===== src/rtl/sub_serial_ctrl.sv =====
`default_nettype none
// ============================================================================
// Module   : sub_serial_ctrl
// Brief    : Wide A - B - Cin computed one nibble per cycle on a single shared
//            4-bit subtractor slice, with a registered borrow chain and a
//            Start/Busy/Done handshake. Optional Zero/Ovf flags: SUB_FLAGS_EN.
// Revision : 1.0 - initial release
// ============================================================================

module sub4_slice (
   input  logic [3:0] a,
   input  logic [3:0] b,
   input  logic       bin,
   output logic [3:0] d,
   output logic       bout
);
   logic [4:0] r;

   // A 5-bit difference leaves the borrow in the top bit when it goes negative
   assign r    = {1'b0, a} - {1'b0, b} - {4'b0000, bin};
   assign d    = r[3:0];
   assign bout = r[4];
endmodule

module sub_serial_ctrl #(
   parameter  int NIBBLES = 4,
   localparam int W       = 4 * NIBBLES
) (
   input  logic         Clk,
   input  logic         Rst,
   input  logic         Start,
   input  logic [W-1:0] A,
   input  logic [W-1:0] B,
   input  logic         Cin,
   output logic         Busy,
   output logic         Done,
   output logic [W-1:0] S,
   output logic         Cout
`ifdef SUB_FLAGS_EN
   ,
   output logic         Zero,
   output logic         Ovf
`endif
);

   typedef enum logic [1:0] {
      IDLE = 2'd0,
      RUN  = 2'd1,
      DONE = 2'd2
   } state_t;

   state_t         state;
   state_t         state_nxt;
   logic           accept;
   logic [2:0]     k;
   logic           last;
   logic [W-1:0]   a_q;
   logic [W-1:0]   b_q;
   logic [W-1:0]   s_q;
   logic [W-1:0]   s_nxt;
   logic           borrow;
   logic           cout_q;
   logic [3:0]     a_nib;
   logic [3:0]     b_nib;
   logic [3:0]     d_nib;
   logic           bout;

   assign last  = (k == 3'(NIBBLES - 1));
   assign a_nib = a_q[{k, 2'b00} +: 4];
   assign b_nib = b_q[{k, 2'b00} +: 4];

   sub4_slice u_slice (
      .a    (a_nib),
      .b    (b_nib),
      .bin  (borrow),
      .d    (d_nib),
      .bout (bout)
   );

   always_ff @(posedge Clk) begin
      if (Rst) begin
         state <= IDLE;
      end else begin
         state <= state_nxt;
      end
   end

   always_comb begin
      state_nxt = state;
      accept    = 1'b0;
      case (state)
         IDLE: begin
            if (Start) begin
               accept    = 1'b1;
               state_nxt = RUN;
            end
         end
         RUN: begin
            if (last) begin
               state_nxt = DONE;
            end
         end
         DONE: begin
            if (Start) begin
               accept    = 1'b1;
               state_nxt = RUN;
            end else begin
               state_nxt = IDLE;
            end
         end
         default: state_nxt = IDLE;
      endcase
      Busy = (state == RUN);
      Done = (state == DONE);
   end

   // Result with the current nibble merged in; also feeds the flag logic
   always_comb begin
      s_nxt                     = s_q;
      s_nxt[{k, 2'b00} +: 4]    = d_nib;
   end

   always_ff @(posedge Clk) begin
      if (Rst) begin
         a_q    <= '0;
         b_q    <= '0;
         s_q    <= '0;
         borrow <= 1'b0;
         cout_q <= 1'b0;
         k      <= 3'd0;
      end else if (accept) begin
         a_q    <= A;
         b_q    <= B;
         s_q    <= '0;
         borrow <= Cin;
         cout_q <= 1'b0;
         k      <= 3'd0;
      end else if (state == RUN) begin
         s_q    <= s_nxt;
         borrow <= bout;
         if (last) begin
            cout_q <= bout;
            k      <= 3'd0;
         end else begin
            k      <= k + 3'd1;
         end
      end
   end

   assign S    = s_q;
   assign Cout = cout_q;

`ifdef SUB_FLAGS_EN
   logic zero_q;
   logic ovf_q;

   // Flags are judged on the completed result, i.e. on the edge entering DONE
   always_ff @(posedge Clk) begin
      if (Rst || accept) begin
         zero_q <= 1'b0;
         ovf_q  <= 1'b0;
      end else if (state == RUN && last) begin
         zero_q <= (s_nxt == '0);
         ovf_q  <= (a_q[W-1] != b_q[W-1]) && (s_nxt[W-1] != a_q[W-1]);
      end
   end

   assign Zero = zero_q;
   assign Ovf  = ovf_q;
`else
   // Flag outputs and their state are not built in this configuration
`endif

endmodule
`default_nettype wire


===== config.mk =====
export PLATFORM = sky130hd
export DESIGN_NAME = sub_serial_ctrl
export DESIGN_NICKNAME = d
export VERILOG_FILES = /design/src/rtl/sub_serial_ctrl.sv
export SDC_FILE = /design/constraint.sdc
export NUM_CORES = 1
export LEC_CHECK = 0
export CAP_MARGIN = 20
export CORE_MARGIN = 2
export CORE_UTILIZATION = 49
export CTS_CLUSTER_SIZE = 16
export DETAILED_ROUTE_END_ITERATION = 8
export PLACE_DENSITY = 0.77
export SLEW_MARGIN = 0
export SYNTH_ARGS = -nofsm -noshare
export SYNTH_HDL_FRONTEND = slang
export SYNTH_SLANG_ARGS = --single-unit

===== constraint.sdc =====
create_clock -name Clk -period 2.9 [get_ports Clk]
set_input_delay 0.29 -clock Clk [delete_from_list [all_inputs] [get_ports Clk]]
set_output_delay 0.29 -clock Clk [all_outputs]
set_load 0.03 [all_outputs]

Yosys cells after proc, flatten, opt, wreduce, memory -nomap -nowiden --
Cells that the tools add are included.
Operators by class: $add $sub $neg 4, muxes and demuxes 10, multipliers 0, divide/modulo/power cells 0, reduce and logical (&&, ||, !) cells 6, bitwise gates (word level) 0, equal/unequal tests 5, order comparisons 0, shift operators 4
Operator list (count):
- indexed part select 16 x 6 -> 4 bit | 2
- bitwise mux 16 bit | 1
- variable shift 4 x 7 -> 16 bit (first input constant) | 1
- indexed part select 4 x 7 -> 16 bit | 1
- negation 5 -> 7 bit | 1
- one-hot mux 2 bit (3 select lines) | 1
- two-way mux 1 bit | 5
- subtractor 4 x 4 -> 5 bit | 1
- subtractor 5 x 1 -> 5 bit | 1
- two-way mux 2 bit | 2
- AND reduction 2 bit | 2
- OR reduction 2 bit | 2
- adder 3 x 1 -> 3 bit (second input constant) | 1
- == test 3 x 2 -> 1 bit (second input constant) | 1
- two-way mux 3 bit | 1
- == test 2 x 1 -> 1 bit (second input constant) | 1
- == test 2 bit (second input constant) | 1
- zero test 2 bit | 1
- inequality test 2 x 1 -> 1 bit (second input constant) | 1
- inequality test 2 bit (second input constant) | 1
- nonzero test 2 bit | 1
Storage, ports and cells: RAM bits 0, word-level logic and storage cells 36, output and inout port bits 19, bits in latches 0, register bits after elaboration 55, ROM bits 0, memories 0

Depth between registers and ports, before layout --
depth in word-level cells 5, mapped depth 11

Modules after synthesis --
From an unflattened synthesis, not the netlist that was laid out.
Unflattened totals: cells, all modules 299, area, all modules 2637.5 um^2
Modules (own cells, without submodules):
- sub_serial_ctrl | instances 1, cells an instance 275, sequential area each 1101.1 um^2, area an instance 2429.8 um^2
- sub4_slice | instances 1, cells an instance 24, sequential area each 0.0 um^2, area an instance 207.7 um^2

Least setup slack after synthesis --
OpenSTA, ideal clock, no wires.
kind reg2reg, start point register k[0], end point register s_q[10], in the netlist S[10], path buffers 2, stages on the path, launching flop included 12, slack 0.420 ns, arrival 2.363 ns, setup time 0.116 ns, cell sequence dfxtp_1 > buf_6 > buf_4 > mux4_2 > nand2_1 > fa_1 > inv_1 > fa_1 > xnor2_1 > and2_1 > mux2i_1 > nor2_2
On the way: word-level cells in the longest chain between the ends 5
Ends and longest elaborated chain:
- from (decl) | RTL line 55 | logic [2:0] k;
- from (signal assigned) | RTL line 145 | k <= k + 3'd1;
- indexed part select 16 x 6 -> 4 bit (on tied branches) | RTL line 69, 70
- subtractor 4 x 4 -> 5 bit | RTL line 20 | assign r = {1'b0, a} - {1'b0, b} - {4'b0000, bin};
- subtractor 5 x 1 -> 5 bit | RTL line 20
- indexed part select 4 x 7 -> 16 bit | RTL line 120 | s_nxt[{k, 2'b00} +: 4] = d_nib;
- bitwise mux 16 bit (*) | RTL line 120
- to (signal assigned) | RTL line 139 | s_q <= s_nxt;
- to (decl) | RTL line 59 | logic [W-1:0] s_q;
Mark *: on every way between the ends. The rest lies on a longest branch, timed or not. A chain may end at the register's enable or synchronous reset.

Worst setup path after layout --
start point register k[1], end point register borrow
On the way: word-level cells in the longest chain between the ends 5
Ends and longest elaborated chain:
- indexed part select 16 x 6 -> 4 bit (on tied branches) | RTL line 69, 70
- subtractor 4 x 4 -> 5 bit (*) | RTL line 20
- subtractor 5 x 1 -> 5 bit (*) | RTL line 20
- two-way mux 1 bit (*) | RTL line 138 | end else if (state == RUN) begin
- two-way mux 1 bit (*) | RTL line 131 | end else if (accept) begin
- to (signal assigned) | RTL line 135 | borrow <= Cin;
- to (signal assigned) | RTL line 140 | borrow <= bout;
- to (decl) | RTL line 61 | logic borrow;
Mark *: on every way between the ends. The rest lies on a longest branch, timed or not. The select of a mux whose other input is x is not followed.

==> metrics.md <==
| Metric | Value |
|---|---|
| Final setup viols | 0 |
| CTS tree | done |
| Die height | 76.79 um |
| Final core occ | 63.94% |
| Synth Cell Area | 2596 sq um |
| Htree depth | 2 |
| Largest cells by area after synthesis | dfxtp_1 (42%), nand2_1 (11%), a21oi_1 (7.3%) |
| CP top delay family | flip-flops |
| Max incr delay on CP | 0.63 ns |
| Sw Share | 28.07% |
| Fin. Hold Viols | 0 |
| Crit path DAT | 2.84 ns |
| Worst Path Required | 3.10 ns |
| Port Buf Inserts | 54 |
| CP most frequent cell | fa_1 |
| Hold slack final | 0.4581 ns |
| Crit share post-route | 90.89% |
| Ys flop type | dfxtp_1 |
| Power density over the cells | 469.5 nW/um^2 |
| Main combinational cell family by area after synthesis | simple AND/OR/NAND/NOR gates |
| Post-synthesis sequential area ratio | 42.41% |
| # Post-CTS Setup Buffers | 0 |
| Max-cap violations | 0 |
| FF+latch count, synth | 55 |
| DRT Wirelength | 5558 um |
| Clock Latency Late Sink | 0.32 ns |
| Worst Path Max Fanout | 11 |
| Core ar. | 5107 sq um |
| Fraction of layout cells with a size suffix above 1 | 9.222% |
| Remaining antenna violation count after routing | 0 |
| Synth warn | 0 |
| Total track usage | 20.44% |
| Simple-gate area share of the yosys netlist | 26.02% |
| Synth top area share | 42.41% |
| Initial antenna violation count | 0 |
| Top Ports | 55 |
| Setup TNS | 0 ns |
| Layout area overhead | 25.78% |
| DR WL/cell | 13.33 um |
| Gr ovfl total | 0 |
| CP startpoint kind | flip-flop |
| # nets final | 391 |
| Cell Count, Final, Fillers Out | 417 |
| Post-synthesis instance total | 299 |
| Hpwl dp | 4091 um |
| RSZ-0062 raised after global routing | no |
| Maximum vdd drop | 0.0003397 V |
| Sw Pwr | 430.5 uW |
| Post-Syn Nets | 344 |
| Worst-path clk slew | 0.10 ns |
| Largest area contributor in the netlist | dfxtp_1 |
| Mapped Avg Cell Area | 8.683 sq um |
| Count leader, synth | nand2_1 |
| Max Clock Freq | 0.3794 GHz |
| Full die area | 5897 sq um |
| Reg power frac | 52.8% |
| CP max-delay cell | dfxtp_1 |
| Placed insts | 409 |
| Vias per inst | 5.163 |
| Setup CP Type | flip-flop to flip-flop |
| Status | finished, final reports clean |
| Worst Max-Slew Pin Slew | 0.6933 ns |
| Mux contribution to synthesized area | 11.08% |
| Clock buffer depth | 2 |
| Post-Synth Adder-Cell Area | 4.916% |
| Iteration-0 DRC count of the detailed router | 77 |
| Compound-Gate Fraction of Synth Area | 9.398% |
| Post-route DRC | 0 |
| Number of flops mapped to enable cells by yosys | 0 |
| Slew Limit Fails | 0 |
| Vias in the first global route | 2,119 |
| Period minus WS final | 2.636 ns |
| Num CTS Buffers | 5 |
| Via count | 2,153 |
| Power Total | 1.533 mW |
| Die Wd | 76.79 um |
| Comb power frac | 19.5% |
| Post-Synth XOR/XNOR Area | 0.6747% |
| Critical Path End Type | flip-flop |
| First drt pass iteration count | 4 |
| Root buf cell | clkbuf_8 |
| Buf+Inv Stages, Crit Path | 1 |
| Slew margin rel. | 53.78% |
| Clock skew | 0.009351 ns |
| Internal power | 1.103 mW |
| Unique cell type count in the Yosys netlist | 36 |
| Starting Density | 50.83% |
| Critical Path, Cell by Cell | mux4_2 -> and2_1 -> fa_1 -> inv_1 -> fa_1 -> nand2_1 -> a21oi_1 -> xnor2_1 -> o311ai_0 |
| Clock network power share | 27.7% |
| Worst Hold Class | flip-flop to flip-flop |
| Diode count | 0 |
| FP Rows | 26 |
| Synth top cells by count | nand2_1 (74), dfxtp_1 (55), a21oi_1 (38) |
| Largest net degree at the start of global routing | 34 |
| Lkg Pwr | 1.192 nW |
| Post-synth ARST share | 0% |
| Placer congestion estimate | 0.8936 |
| Total clock sinks | 55 |
| First-pass GRT wire length | 9777 um |
==> worst register-to-register path, stage by stage, from the launching register on <==
cell and delay [ns]:
dfxtp_1 0.63, mux4_2 0.38, and2_1 0.19, fa_1 0.39
inv_1 0.10, fa_1 0.22, nand2_1 0.06, a21oi_1 0.17
xnor2_1 0.11, o311ai_0 0.29
==> what timing repair did <==
action	4_1_cts	5_1_grt
hold buffers	0	0
resized for setup	0	1
setup endpoints to repair	0	4
==> cells by family after synthesis <==
logic type	after synthesis
XOR/XNOR	2
AO/OA/AOI/OAI	45
adder cells (fa/ha/maj)	9
flip-flops	55
buffers and inverters	31
AND/OR/NAND/NOR	137
multiplexers	20
==> metrics by stage <==
stage | area (sq um) | worst slack [ns]
after detailed placement | 3174 | 0.1505
after CTS | 3264 | 0.1452
after floorplan | 2596 | 0.4203
after global routing | 3266 | 0.1124
final | 3266 | 0.2643
after global placement | 3174 | 0.2880
==> area by class of cell <==
cell class,count,area (sq um)
clock inverters,2,17.52
multi-input cells,213,1355
fillers,470,1842
flip-flops and latches,55,1102
clock buffers,6,72.57
inverters,10,37.54
well taps,70,87.58
repair buffers,61,593.1
==> layer usage <==
metal / vias up / wire [um] / global-route usage (%)
li1: 1102 / - / -
met1: 989 / 2620 / 27.37
met2: 53 / 2591 / 32.81
met3: 9 / 257 / 3.529
met4: 0 / 89 / 8.182
met5: - / 0 / 0
==> worst paths after layout <==
path | start | endpoint | slack, ns | depth (start not counted)
max reg2reg | k[1]$_SDFFE_PP0P_ | borrow$_SDFFE_PP0P_ | 0.26 | 9
min reg2reg | S[13]$_SDFFE_PP0P_ | S[13]$_SDFFE_PP0P_ | 0.46 | 2
min | S[13]$_SDFFE_PP0P_ | S[13]$_SDFFE_PP0P_ | 0.46 | 2
max | k[1]$_SDFFE_PP0P_ | borrow$_SDFFE_PP0P_ | 0.26 | 9
==> power groups by stage <==
stage / Combinational, mW / Sequential (mW) / Clock [mW]
floorplan: 0.195 / 0.826 / 0
global placement: 0.291 / 0.827 / 0
CTS: 0.300 / 0.810 / 0.434
detailed placement: 0.298 / 0.827 / 0
global route: 0.333 / 0.815 / 0.474
finish: 0.299 / 0.810 / 0.424
==> state kept, by name (all words and copies together) (netlist names) <==
| name | cells |
|---|---|
| borrow | 1 |
| Cout | 1 |
| k | 3 |
| a_q | 16 |
| S | 16 |
| b_q | 16 |
| state | 2 |
==> placed cells by master (no fill, tap or decap) <==
cell type and instances:
clkbuf_8 5, nand2_1 74, nor4_1 1, or2b_4 1, nor2b_1 2, clkdlybuf4s50_1 54, ha_1 7, xnor2_1 2
buf_4 7, or4_4 1, clkinv_4 2, fa_1 2, clkbuf_1 1, nor4b_1 1, and2b_2 1, dfxtp_1 54
dfxtp_2 1, nor2_2 2, nor4_2 1, o311ai_0 1, and3_1 2, nor4_4 1, nor3_4 1, and2_1 5
nor3_1 2, inv_2 1, nor2b_2 1, nor3b_1 4, and4b_1 1, nand3_1 17, nor2_1 12, a21oi_1 38
or4_1 1, mux2i_1 13, mux4_2 7, inv_1 9, nand3b_1 1, a211oi_1 6, nand2b_1 5
(Power assumes the default switching activity.)
